**src/rtl/tick_period_meter.sv**
```systemverilog
// Tick-to-tick period meter. It measures the interval between tick_in events in
// clk cycles, flags when consecutive periods match, and flags overly long gaps.
module tick_period_meter #(
  parameter int N = 16,
  parameter int C = 8
) (
  input  logic         clk,
  input  logic         reset,
  input  logic         tick_in,
  input  logic         clear,
  output logic [N-1:0] period,
  output logic         period_valid,
  output logic         locked,
  output logic         overflow,
  output logic [C-1:0] tick_count
);

  // state   | meaning
  // IDLE    | waiting for the first tick after reset/clear
  // MEASURE | counting cycles since the last tick
  // OVRF    | interval exceeded 2**N-1, waiting for a re-arming tick
  typedef enum logic [1:0] {
    IDLE    = 2'd0,
    MEASURE = 2'd1,
    OVRF    = 2'd2
  } state_t;

  localparam logic [N-1:0] CNT_MAX = '1;
  localparam logic [N-1:0] CNT_ONE = {{(N-1){1'b0}}, 1'b1};
  localparam logic [C-1:0] TC_ONE  = {{(C-1){1'b0}}, 1'b1};

  state_t       state_q;
  logic [N-1:0] cnt_q;
  logic [N-1:0] period_q;
  logic         period_valid_q;
  logic         locked_q;
  logic         overflow_q;
  logic [C-1:0] tick_count_q;
  // Set once a period has been captured that the next one can be compared with.
  logic         have_prev_q;

  always_ff @(posedge clk) begin
    if (reset || clear) begin
      state_q        <= IDLE;
      cnt_q          <= '0;
      period_q       <= '0;
      period_valid_q <= 1'b0;
      locked_q       <= 1'b0;
      overflow_q     <= 1'b0;
      tick_count_q   <= '0;
      have_prev_q    <= 1'b0;
    end else begin
      period_valid_q <= 1'b0;
      if (tick_in) begin
        tick_count_q <= tick_count_q + TC_ONE;
      end
      case (state_q)
        IDLE: begin
          if (tick_in) begin
            state_q <= MEASURE;
            cnt_q   <= CNT_ONE;
          end
        end
        MEASURE: begin
          if (tick_in) begin
            // A tick with cnt at its maximum is still a valid measurement.
            period_q       <= cnt_q;
            period_valid_q <= 1'b1;
            locked_q       <= have_prev_q && (cnt_q == period_q);
            have_prev_q    <= 1'b1;
            cnt_q          <= CNT_ONE;
          end else if (cnt_q == CNT_MAX) begin
            state_q     <= OVRF;
            overflow_q  <= 1'b1;
            locked_q    <= 1'b0;
            have_prev_q <= 1'b0;
          end else begin
            cnt_q <= cnt_q + CNT_ONE;
          end
        end
        OVRF: begin
          if (tick_in) begin
            state_q <= MEASURE;
            cnt_q   <= CNT_ONE;
          end
        end
        default: begin
          state_q <= IDLE;
          cnt_q   <= '0;
        end
      endcase
    end
  end

  assign period       = period_q;
  assign period_valid = period_valid_q;
  assign locked       = locked_q;
  assign overflow     = overflow_q;
  assign tick_count   = tick_count_q;

endmodule

```
**config.mk**
```make
export PLATFORM = sky130hd
export DESIGN_NAME = tick_period_meter
export DESIGN_NICKNAME = d
export VERILOG_FILES = /design/src/rtl/tick_period_meter.sv
export SDC_FILE = /design/constraint.sdc
export NUM_CORES = 1
export LEC_CHECK = 0
export CORE_MARGIN = 5
export CORE_UTILIZATION = 45
export CTS_CLUSTER_SIZE = 24
export DETAILED_ROUTE_END_ITERATION = 8
export PLACE_DENSITY = 0.68
export SETUP_SLACK_MARGIN = 0.05
export SYNTH_ARGS = -nofsm -noshare
export SYNTH_HDL_FRONTEND = slang
export SYNTH_SLANG_ARGS = --single-unit
```
**constraint.sdc**
```tcl
create_clock -name clk -period 2.8 [get_ports clk]
set_input_delay 0.7 -clock clk [delete_from_list [all_inputs] [get_ports clk]]
set_output_delay 0.7 -clock clk [all_outputs]
set_load 0.005 [all_outputs]
```
== Word level (Yosys, flattened, before mapping) ==
Index checks and enable logic that the tools add are counted.
Widths: inputs -> output; s select.

* $add $sub $neg: 2
* Multipliers: 0
* Div/mod/pow operators: 0
* Magnitude comparators: 0
* Eq/ne operators: 8
* Shift operators: 0
* Multiplexer cells: 12
* Bitwise operators: 2
* Reductions and logical operators: 11

{| class="wikitable"
|+ Operators by type and width
! cell !! number
|-
| $mux 16 || 3
|-
| $pmux 16 s2 || 1
|-
| $add 16x1->16 const B || 1
|-
| $eq 16x16->1 || 1
|-
| $eq 16x16->1 const B || 1
|-
| $add 8x1->8 const B || 1
|-
| $mux 2 || 3
|-
| $reduce_and 2->1 || 3
|-
| $reduce_and 3->1 || 2
|-
| $mux 1 || 4
|-
| $ne 2x2->1 const B || 2
|-
| $pmux 2 s2 || 1
|-
| $reduce_or 2->1 || 2
|-
| $ne 3x3->1 const B || 1
|-
| $eq 2x1->1 const B || 1
|-
| $eq 2x2->1 const B || 1
|-
| $logic_not 2->1 || 1
|-
| $ne 2x1->1 const B || 1
|-
| $not 1->1 || 2
|-
| $reduce_bool 2->1 || 1
|-
| $logic_and 1x1->1 || 1
|-
| $logic_or 1x1->1 || 1
|}

* Register bits after elaboration: 46
* Bits in latches: 0
* Bits in writable memories: 0
* Bits in read-only memories: 0
* Output and inout port bits: 27
* Logic and storage cells: 43
* Memories kept: 0

== Depth between registers and ports, before layout ==
Gate-level depths: netlist (run 1).

* Depth in word-level cells: 4
* Gate-level depth with buffers: 7
* Gate-level depth less buffers: 6

== Worst setup path after synthesis (run 1) ==
Ideal clock, no wire load.

* Path type: flip-flop to flip-flop
* Start point: register cnt_q[0]
* End point: register cnt_q[15]
* Setup time: 126 ps
* Arrival: 1901 ps
* Setup slack: 773 ps
* Cell stages (with the launch flop): 8
* Path buffers: 1
* Clock period less this slack: 2027 ps
* Path through: dfxtp_1 -> ha_1 -> nand3_1 -> or4_1 -> buf_2 -> o31ai_4 -> or4_1 -> a21boi_1

* Longest elaborated chain between the ends: 4

{| class="wikitable"
|+ RTL lines
! item !! line !! source
|-
| start: declaration || 33 || <nowiki>logic [N-1:0] cnt_q;</nowiki>
|-
| start signal: assignment || 78 || <nowiki>cnt_q <= cnt_q + CNT_ONE;</nowiki>
|-
| $add 16x1->16 || 78 ||
|-
| $mux 16 || 72 || <nowiki>end else if (cnt_q == CNT_MAX) begin</nowiki>
|-
| $mux 16 || 65 || <nowiki>if (tick_in) begin</nowiki>
|-
| $pmux 16 s2 || 57 || <nowiki>case (state_q)</nowiki>
|}

Several ways; a longest one is shown, not always the timed one. The select of a mux whose other input is x is not followed.
A chain may end at the register's enable or synchronous reset.

== Final worst setup path (run 1) ==
* Start point: input port tick_in
* End point: register cnt_q[3]

* Longest elaborated chain between the ends: 2

{| class="wikitable"
|+ RTL lines
! item !! line !! source
|-
| start: declaration || 9 || <nowiki>input logic tick_in,</nowiki>
|-
| $mux 16 (tied with other cells) || 65 ||
|-
| $pmux 16 s2 or $reduce_and 2->1 (tied branches) || n/a ||
|}

Several ways; a longest one is shown, not always the timed one.

==> results.py, run 1 <==
metrics = {
    "status": {
        "status": "completed",
    },
    "floorplan": {
        "io_pins": 31,
        "dieHeight_um": 78.7,
        "initial_core_util_pct": 45.5,
        "dieArea_sq_mm": 0.00619,
        "rows": 25,
        "coreArea_sq_mm": 0.00466,
        "die_w_um": 78.7,
    },
    "synthesis": {
        "yosysSeqAreaShare_pct": 43.4,
        "ys_ff_latch": 46,
        "synth_ff_type": "dfxtp_1",
        "synth_cell_types": 40,
        "ys_async_sr_fraction_pct": 0,
        "avgSynthCellArea_sq_um": 8.13,
        "synth_edf_count": 0,
        "syn-cell-area_sq_mm": 0.00212,
        "netlist_instances": 261,
        "syn_nets": 267,
        "synth_warnings": 0,
    },
    "clock_tree": {
        "ctsResizeCount": 0,
        "root_buffer": "clkbuf_8",
        "numCtsBuffers": 5,
        "tritoncts": "done",
        "clkTransAtPathRegs_ps": 80,
        "clk_latency_ps": 300,
        "post_cts_buffers": 0,
        "cts_hold_buf": 0,
        "cts_buffer_depth": 2,
        "cts_num_sinks": 46,
        "htreeDepth": 2,
    },
    "placed_design": {
        "io_buffers": 30,
        "place_hpwl_mm": 3.75,
        "dp.cells": 341,
        "gp_congestion": 0.893,
    },
    "sta": {
        "finalMaxSlewViolations": 0,
        "worst_pin_slew_ps": 581,
        "post-route-period-util_pct": 78.4,
        "grt_setup_unrepaired": "no",
        "max_freq_ghz": 0.456,
        "fin_setup_tns_ps": 0,
        "final_hold_viol_count": 0,
        "holdWs_ps": 472,
        "setup_violations": 0,
        "fin_crit_ps": 2200,
        "fin_skew_ps": 3.64,
        "slew-limit-headroom_pct": 61.1,
    },
    "critical_path": {
        "critPathLaunch": "tick_in",
        "crit_type": "primary input to register",
        "worstPathArrival_ps": 2430,
        "cp-start-kind": "primary input",
        "cp-end-kind": "register",
        "crit_fanout": 6,
        "worst_r2r_startpoint": "cnt_q[9]$_SDFFE_PP0P_",
        "required_ps": 3040,
    },
    "final_layout": {
        "fin_cells": 349,
        "mostFrequentLayoutCells": "nand2_1 (48), dfxtp_1 (46), a21oi_1 (32), clkdlybuf4s50_1 (30), nor2_1 (21)",
        "multi_input_area_sq_mm": 0.00114,
        "diodes": 0,
        "final_layout_size_suffix_gt1_share_pct": 7.46,
        "syn_to_final_growth_pct": 22.2,
        "finish.utilization_pct": 55.6,
        "final_common_cell": "nand2_1",
        "ff_latch_area_sq_um": 921,
        "fin_nets": 300,
        "num-fill-cells": 432,
    },
    "global_routing": {
        "grtUsageTotal_pct": 17.8,
        "grt_antenna_before_repair": 0,
        "grt_pass1_wl_mm": 8.76,
        "grt_max_degree": 18,
        "overflow": 0,
        "grt_pass1_vias": 1803,
    },
    "pwr": {
        "p_leak_nw": 0.953,
        "vdd_drop_max_mv": 0.249,
        "power_density_mw_per_mm2": 433,
    },
    "detailed_routing": {
        "drt_first_pass_iters": 4,
        "drt_iter0_markers": 190,
        "wl_mm": 5.08,
        "routed_via_density": 5.54,
        "vias": 1935,
        "ant_nets": 0,
        "drc": 0,
        "wl_per_cell_um": 14.5,
    },
    "worst_hold_path": {
        "hold_path_class": "register to register",
        "min_from": "overflow$_SDFFE_PP0P_",
    },
    "job": {
        "cap_violations": 0,
    },
}
[power by group]
| part | internal [mW] | switching [mW] | leakage [nW] |
|---|---|---|---|
| combinational | 0.0232 | 0.0369 | 0.537 |
| sequential | 0.657 | 0.00429 | 0.371 |
| clock | 0.176 | 0.224 | 0.0452 |
| total | 0.857 | 0.266 | 0.953 |
[registers in the layout (all words and copies together) (netlist names)]
register,count
cnt_q,16
have_prev_q,1
locked,1
overflow,1
period,16
period_valid,1
state_q,2
tick_count,8
[final cells by class]
| type | instances | share of cell area [%] |
|---|---|---|
| clock buffers | 6 | 2.80 |
| multi-input cells | 199 | 43.9 |
| flip-flops and latches | 46 | 35.5 |
| clock inverters | 2 | 0.531 |
| well taps | 54 | 2.61 |
| repair buffers | 39 | 14.2 |
| inverters | 3 | 0.435 |
[worst max-delay path: stages]
cell and delay (ps):
clkdlybuf4s50_1 540, inv_1 120, and2_1 220, a31oi_1 520, a41oi_1 180, a21oi_1 130
[worst paths after layout]
kind	end	slack [ps]	cells after the start
setup / recovery	cnt_q[3]$_SDFFE_PP0P_	600	6
hold / removal	overflow$_SDFFE_PP0P_	470	2
setup reg to reg	cnt_q[2]$_SDFFE_PP0P_	670	5
hold reg to reg	overflow$_SDFFE_PP0P_	470	2
[cells in the mapped netlist, drive strengths merged (4+ instances only)]
cell	count	area share, %
o21ai	11	2.6
nand4	7	2.1
or3	4	1.2
nand2	48	8.5
xor2	20	8.3
a31oi	4	1.2
and3	5	1.5
a21boi	4	1.4
dfxtp	46	43
clkbuf	10	1.8
nor2	21	3.7
nor4	6	1.8
nand3	8	2.1
a21oi	32	7.6
o31ai	4	2.1
[stage by stage]
step / setup slack (ps) / total power [mW] / cell area (sq um)
after CTS: 639 / 1.14 / 2590
after global routing: 490 / 1.18 / 2590
after global placement: 387 / 0.737 / 2500
after detailed placement: 346 / 0.737 / 2500
after floorplan: 773 / 0.714 / 2120
final: 605 / 1.12 / 2590
[routing by layer]
| metal | GRT usage [%] | part of all wire (%) |
|---|---|---|
| met1 | 23.2 | 45 |
| met2 | 27.8 | 48 |
| met3 | 4.01 | 5.8 |
| met4 | 8.04 | 1.1 |
| met5 | 0 | 0 |
[cells by family after synthesis]
group | synth area share, %
buffers and inverters | 2.95
AND/OR/NAND/NOR | 24.2
XOR/XNOR | 9.09
multiplexers | 0.472
adder cells (fa/ha/maj) | 1.18
flip-flops | 43.4
AO/OA/AOI/OAI | 18.6
No activity file was read; power rests on OpenSTA's default activity.
==> inputs of run 2 (changes only) <==
==> constraint.sdc (replaced) <==
create_clock -name clk -period 2.05 [get_ports clk]
set_input_delay 0.5125 -clock clk [delete_from_list [all_inputs] [get_ports clk]]
set_output_delay 0.5125 -clock clk [all_outputs]
set_load 0.005 [all_outputs]
==> run 2 against run 1 <==
  * Count of clock-buffer cells in the layout did not move
  * Clock skew grew 5.7 ps
  * Via count is 7.3% higher
  * Combinational power rose by 75%
  * Sequential share of layout area decreased by 3.9 points
  * Core utilization grew 6.9 points
  * Largest cell class unchanged
==> results.py, run 2 (synthesized netlist as in run 1, its figures left out) <==
metrics = {
    "status": {
        "status": "completed",
    },
    "critical_path": {
        "cp-start-kind": "register",
        "regToRegEndpoint": "cnt_q[5]$_SDFFE_PP0P_",
        "crit_type": "register to register",
        "worst_r2r_startpoint": "cnt_q[0]$_SDFFE_PP0P_",
        "ff2ff_setup_slack_ps": 100,
        "crit_fanout": 3,
        "worstRegToRegCells": 7,
        "cp-end-kind": "register",
        "worstPathArrival_ps": 2190,
        "required_ps": 2290,
    },
    "detailed_routing": {
        "drt_iter0_markers": 177,
        "wl_per_cell_um": 14.7,
        "drt_first_pass_iters": 4,
        "vias": 2077,
        "wl_mm": 5.61,
        "routed_via_density": 5.42,
        "drc": 0,
        "ant_nets": 0,
    },
    "floorplan": {
        "dieHeight_um": 78.7,
        "dieArea_sq_mm": 0.00619,
        "rows": 25,
        "die_w_um": 78.7,
        "coreArea_sq_mm": 0.00466,
        "io_pins": 31,
        "initial_core_util_pct": 45.5,
    },
    "clock_tree": {
        "cts_num_sinks": 46,
        "htreeDepth": 2,
        "cts_buffer_depth": 2,
        "tritoncts": "done",
        "clkTransAtPathRegs_ps": 80,
        "clk_latency_ps": 310,
        "numCtsBuffers": 5,
        "root_buffer": "clkbuf_8",
        "cts_hold_buf": 0,
    },
    "sta": {
        "fin_skew_ps": 9.38,
        "grt_setup_unrepaired": "no",
        "setup_violations": 0,
        "fin_crit_ps": 1950,
        "slew-limit-headroom_pct": 73.6,
        "fin_setup_tns_ps": 0,
        "finalMaxSlewViolations": 0,
        "final_hold_viol_count": 0,
        "post-route-period-util_pct": 95.1,
        "setup_ws_ps": 101,
        "max_freq_ghz": 0.513,
        "worst_pin_slew_ps": 393,
    },
    "final_layout": {
        "diodes": 0,
        "final_common_cell": "nand2_1",
        "syn_to_final_growth_pct": 37.4,
        "num-fill-cells": 420,
        "ff_latch_area_sq_um": 923,
        "final_layout_size_suffix_gt1_share_pct": 19.5,
        "mostFrequentLayoutCells": "nand2_1 (48), dfxtp_1 (44), buf_4 (41), a21oi_1 (30), clkdlybuf4s50_1 (30)",
        "fin_area_sq_mm": 0.00291,
        "fin_nets": 334,
        "multi_input_area_sq_mm": 0.00117,
    },
    "placed_design": {
        "gp_congestion": 0.896,
        "post-place-ws_ps": 33.3,
        "io_buffers": 30,
        "placed_area_sq_mm": 0.00276,
        "place_hpwl_mm": 4.13,
    },
    "global_routing": {
        "grt_pass1_vias": 1943,
        "grt_max_degree": 18,
        "grt_antenna_before_repair": 0,
        "overflow": 0,
        "grtUsageTotal_pct": 18.8,
        "grt_pass1_wl_mm": 9.09,
    },
    "pwr": {
        "power_density_mw_per_mm2": 579,
        "p_leak_nw": 1.13,
        "vdd_drop_max_mv": 0.413,
    },
    "worst_hold_path": {
        "whs_path_depth": 2,
        "hold_path_class": "register to register",
        "min_to": "overflow$_SDFFE_PP0P_",
        "min_from": "overflow$_SDFFE_PP0P_",
    },
    "job": {
        "cap_violations": 0,
    },
}
run 2: changes by cell type in the layout (fill, tap and decap cells not counted), sizes merged:
cell | previous run | this run
clkinv | 2 | 0
buf | 9 | 43
clkinvlp | 0 | 1
bufinv | 0 | 1
run 2: per-stage QoR:
step,power [mW],utilization (%),hold slack [ps],cells
finish,1.69,62.5,476,383
global route,1.75,62.5,510,383
CTS,1.70,61.5,483,381
detailed placement,1.03,59.1,464,373
global placement,1.02,59.1,449,373
floorplan,0.975,-,460,261
run 2: how the worst max path moves through the flow:
| stage | start | to | slack, ps | cells past startpoint |
|---|---|---|---|---|
| global placement | tick_in | cnt_q[15]$_SDFFE_PP0P_ | 60 | 6 |
| detailed placement | tick_in | tick_count[5]$_SDFFE_PP0P_ | 30 | 5 |
| global route | cnt_q[0]$_SDFFE_PP0P_ | cnt_q[5]$_SDFFE_PP0P_ | 20 | 7 |
| finish | cnt_q[0]$_SDFFE_PP0P_ | cnt_q[5]$_SDFFE_PP0P_ | 100 | 7 |
| CTS | cnt_q[0]$_SDFFE_PP0P_ | cnt_q[5]$_SDFFE_PP0P_ | 50 | 7 |
| floorplan | cnt_q[0]$_SDFFE_PP0P_ | cnt_q[15]$_SDFFE_PP0P_ | 80 | 7 |
run 2: metal layers:
metal	GRT usage [%]	part of all wire [%]	vias up
li1	-	-	1043
met1	23.2	45	970
met2	31.6	49	55
met3	4.47	4.5	9
met4	6.82	2.0	0
met5	0	0	-
run 2: worst max-delay path, cell delays in order (launching register included):
cell and delay, ps:
dfxtp_2 360, ha_4 140, nand3_2 80, or4_4 580, buf_6 140, o31a_1 330, buf_6 140, a21oi_2 120
run 2: final cells by class:
type / instances / area share, %
multi-input cells: 199 / 40.2
flip-flops and latches: 46 / 31.7
repair buffers: 73 / 21.6
clock buffers: 6 / 2.49
well taps: 54 / 2.32
clock inverters: 2 / 1.29
inverters: 3 / 0.386
run 2: where the power goes:
| part | leakage, nW | switching [mW] | internal, mW |
|---|---|---|---|
| registers | 0.372 | 0.00462 | 0.898 |
| clock network | 0.0514 | 0.315 | 0.364 |
| logic | 0.707 | 0.0585 | 0.0461 |
run 2: repair_timing:
| action | CTS | global route |
|---|---|---|
| endpoints found under the hold margin | 0 | 0 |
| resized for setup | 0 | 8 |
| endpoints found under the setup margin | 0 | 10 |
| buffers inserted | 0 | 3 |
==> inputs of run 3 (changes only) <==
--- a/config.mk
+++ b/config.mk
@@ -9,7 +9,7 @@
 export CORE_UTILIZATION = 45
 export CTS_CLUSTER_SIZE = 24
 export DETAILED_ROUTE_END_ITERATION = 8
-export PLACE_DENSITY = 0.68
+export PLACE_DENSITY = 0.64
 export SETUP_SLACK_MARGIN = 0.05
 export SYNTH_ARGS = -nofsm -noshare
 export SYNTH_HDL_FRONTEND = slang
==> run 3 against run 2 <==
  * Count of clock-buffer cells in the layout decreased by 1
  * Sequential power is essentially flat
  * Clock skew shrank 5.4 ps
  * Via count fell by 2.8%
  * Setup slack got worse by 6.3 ps
  * Cell count down 2.1%
  * Clock power decreased by 23%
  * Die area stayed put
  * Critical path type unchanged
  * Largest power group unchanged
==> results.py, run 3 (synthesized netlist as in run 1, its figures left out) <==
metrics = {
    "status": {
        "status": "completed",
    },
    "sta": {
        "fin_skew_ps": 3.93,
        "post-route-period-util_pct": 95.4,
        "setup_ws_ps": 94.3,
        "worst_pin_slew_ps": 450,
        "max_freq_ghz": 0.511,
        "grt_setup_unrepaired": "yes",
        "holdWs_ps": 474,
        "fin_crit_ps": 1960,
        "final_hold_viol_count": 0,
        "slew-limit-headroom_pct": 70.0,
        "fin_setup_tns_ps": 0,
        "setup_violations": 0,
        "finalMaxSlewViolations": 0,
    },
    "clock_tree": {
        "cts_buffer_depth": 2,
        "htreeDepth": 2,
        "tritoncts": "done",
        "clkTransAtPathRegs_ps": 80,
        "cts_num_sinks": 46,
        "clk_latency_ps": 290,
        "root_buffer": "clkbuf_8",
        "numCtsBuffers": 5,
        "cts_hold_buf": 0,
    },
    "critical_path": {
        "crit_slowest_cell": "or4_4",
        "worst_r2r_startpoint": "cnt_q[0]$_SDFFE_PP0P_",
        "critPathBufInv": 1,
        "critical_path.cell_chain": "ha_2 > nand3_2 > or4_4 > buf_4 > o31a_1 > o21ai_0 > a21o_1",
        "cpPeakStageDelay_ps": 550,
        "crit_type": "register to register",
        "cp-end-kind": "register",
        "regToRegEndpoint": "cnt_q[11]$_SDFFE_PP0P_",
        "ff2ff_setup_slack_ps": 90,
        "worstPathArrival_ps": 2200,
        "worstRegToRegCells": 7,
        "cp-start-kind": "register",
        "required_ps": 2290,
        "crit_fanout": 5,
        "cp_top_family": "simple AND/OR/NAND/NOR gates",
    },
    "final_layout": {
        "fin_nets": 327,
        "final_common_cell": "nand2_1",
        "fin_area_sq_mm": 0.00281,
        "diodes": 0,
        "final_layout_size_suffix_gt1_share_pct": 17.1,
        "mostFrequentLayoutCells": "nand2_1 (48), dfxtp_1 (43), buf_4 (35), a21oi_1 (32), clkdlybuf4s50_1 (30)",
        "syn_to_final_growth_pct": 32.7,
    },
    "global_routing": {
        "grt_antenna_before_repair": 0,
        "grt_pass1_vias": 1970,
        "overflow": 0,
        "grt_pass1_wl_mm": 9.42,
        "grtUsageTotal_pct": 19.5,
        "grt_max_degree": 21,
    },
    "pwr": {
        "p_leak_nw": 1.09,
        "vdd_drop_max_mv": 0.333,
        "power_density_mw_per_mm2": 541,
        "power_mw": 1.52,
    },
    "floorplan": {
        "dieHeight_um": 78.7,
        "dieArea_sq_mm": 0.00619,
        "initial_core_util_pct": 45.5,
        "rows": 25,
        "coreArea_sq_mm": 0.00466,
        "io_pins": 31,
        "die_w_um": 78.7,
    },
    "worst_hold_path": {
        "min_to": "overflow$_SDFFE_PP0P_",
        "hold_path_class": "register to register",
        "min_from": "overflow$_SDFFE_PP0P_",
        "whs_path_depth": 2,
    },
    "placed_design": {
        "io_buffers": 30,
        "placed_area_sq_mm": 0.00273,
        "post-place-ws_ps": 33.4,
        "place_hpwl_mm": 4.10,
        "gp_congestion": 0.841,
    },
    "detailed_routing": {
        "vias": 2019,
        "ant_nets": 0,
        "wl_per_cell_um": 15.0,
        "drt_iter0_markers": 120,
        "wl_mm": 5.64,
        "drt_first_pass_iters": 4,
        "drc": 0,
        "routed_via_density": 5.38,
    },
    "job": {
        "cap_violations": 0,
    },
}
-- run 3: cell type report --
type / instances / area, sq um
clock buffers: 5 / 68.8
clock inverters: 2 / 10.0
fillers: 430 / 1850
inverters: 3 / 11.3
multi-input cells: 199 / 1150
flip-flops and latches: 46 / 925
well taps: 54 / 67.6
repair buffers: 66 / 583
-- run 3: how the worst max path moves through the flow --
| stage | from | to | cells past startpoint |
|---|---|---|---|
| after detailed placement | tick_in | cnt_q[15]$_SDFFE_PP0P_ | 6 |
| after global routing | cnt_q[0]$_SDFFE_PP0P_ | cnt_q[2]$_SDFFE_PP0P_ | 7 |
| after global placement | tick_in | cnt_q[11]$_SDFFE_PP0P_ | 7 |
| after CTS | cnt_q[0]$_SDFFE_PP0P_ | cnt_q[11]$_SDFFE_PP0P_ | 7 |
| after floorplan | cnt_q[0]$_SDFFE_PP0P_ | cnt_q[15]$_SDFFE_PP0P_ | 7 |
| final | cnt_q[0]$_SDFFE_PP0P_ | cnt_q[11]$_SDFFE_PP0P_ | 7 |
-- run 3: where the power goes --
| part | total [mW] | switching, mW | internal (mW) |
|---|---|---|---|
| Clock | 0.521 | 0.292 | 0.229 |
| Sequential | 0.902 | 0.00426 | 0.898 |
| Combinational | 0.0994 | 0.0573 | 0.0421 |
-- run 3: tightest hold or removal path, delay by kind of cell (launching register included) --
family / cells / cell delay, ps
flops: 1 / 330
simple gates: 2 / 120
-- run 3: repair_timing --
action | CTS | global route
endpoints found under the setup margin | 0 | 9
gates resized for setup | 0 | 3
buffers inserted | 0 | 0
-- run 3: layer usage --
metal | vias to the layer above | track usage, % | wire [um]
met4 | 0 | 5.94 | 22
met1 | 951 | 23.6 | 2560
li1 | 1028 | - | -
met2 | 38 | 33.8 | 2840
met5 | - | 0 | 0
met3 | 2 | 4.93 | 215
-- run 3: stage by stage --
| stage | cells | utilization (%) |
|---|---|---|
| after detailed placement | 368 | 58.6 |
| after global routing | 375 | 60.4 |
| after floorplan | 261 | - |
| after CTS | 375 | 60.3 |
| after global placement | 368 | 58.6 |
| final | 375 | 60.4 |
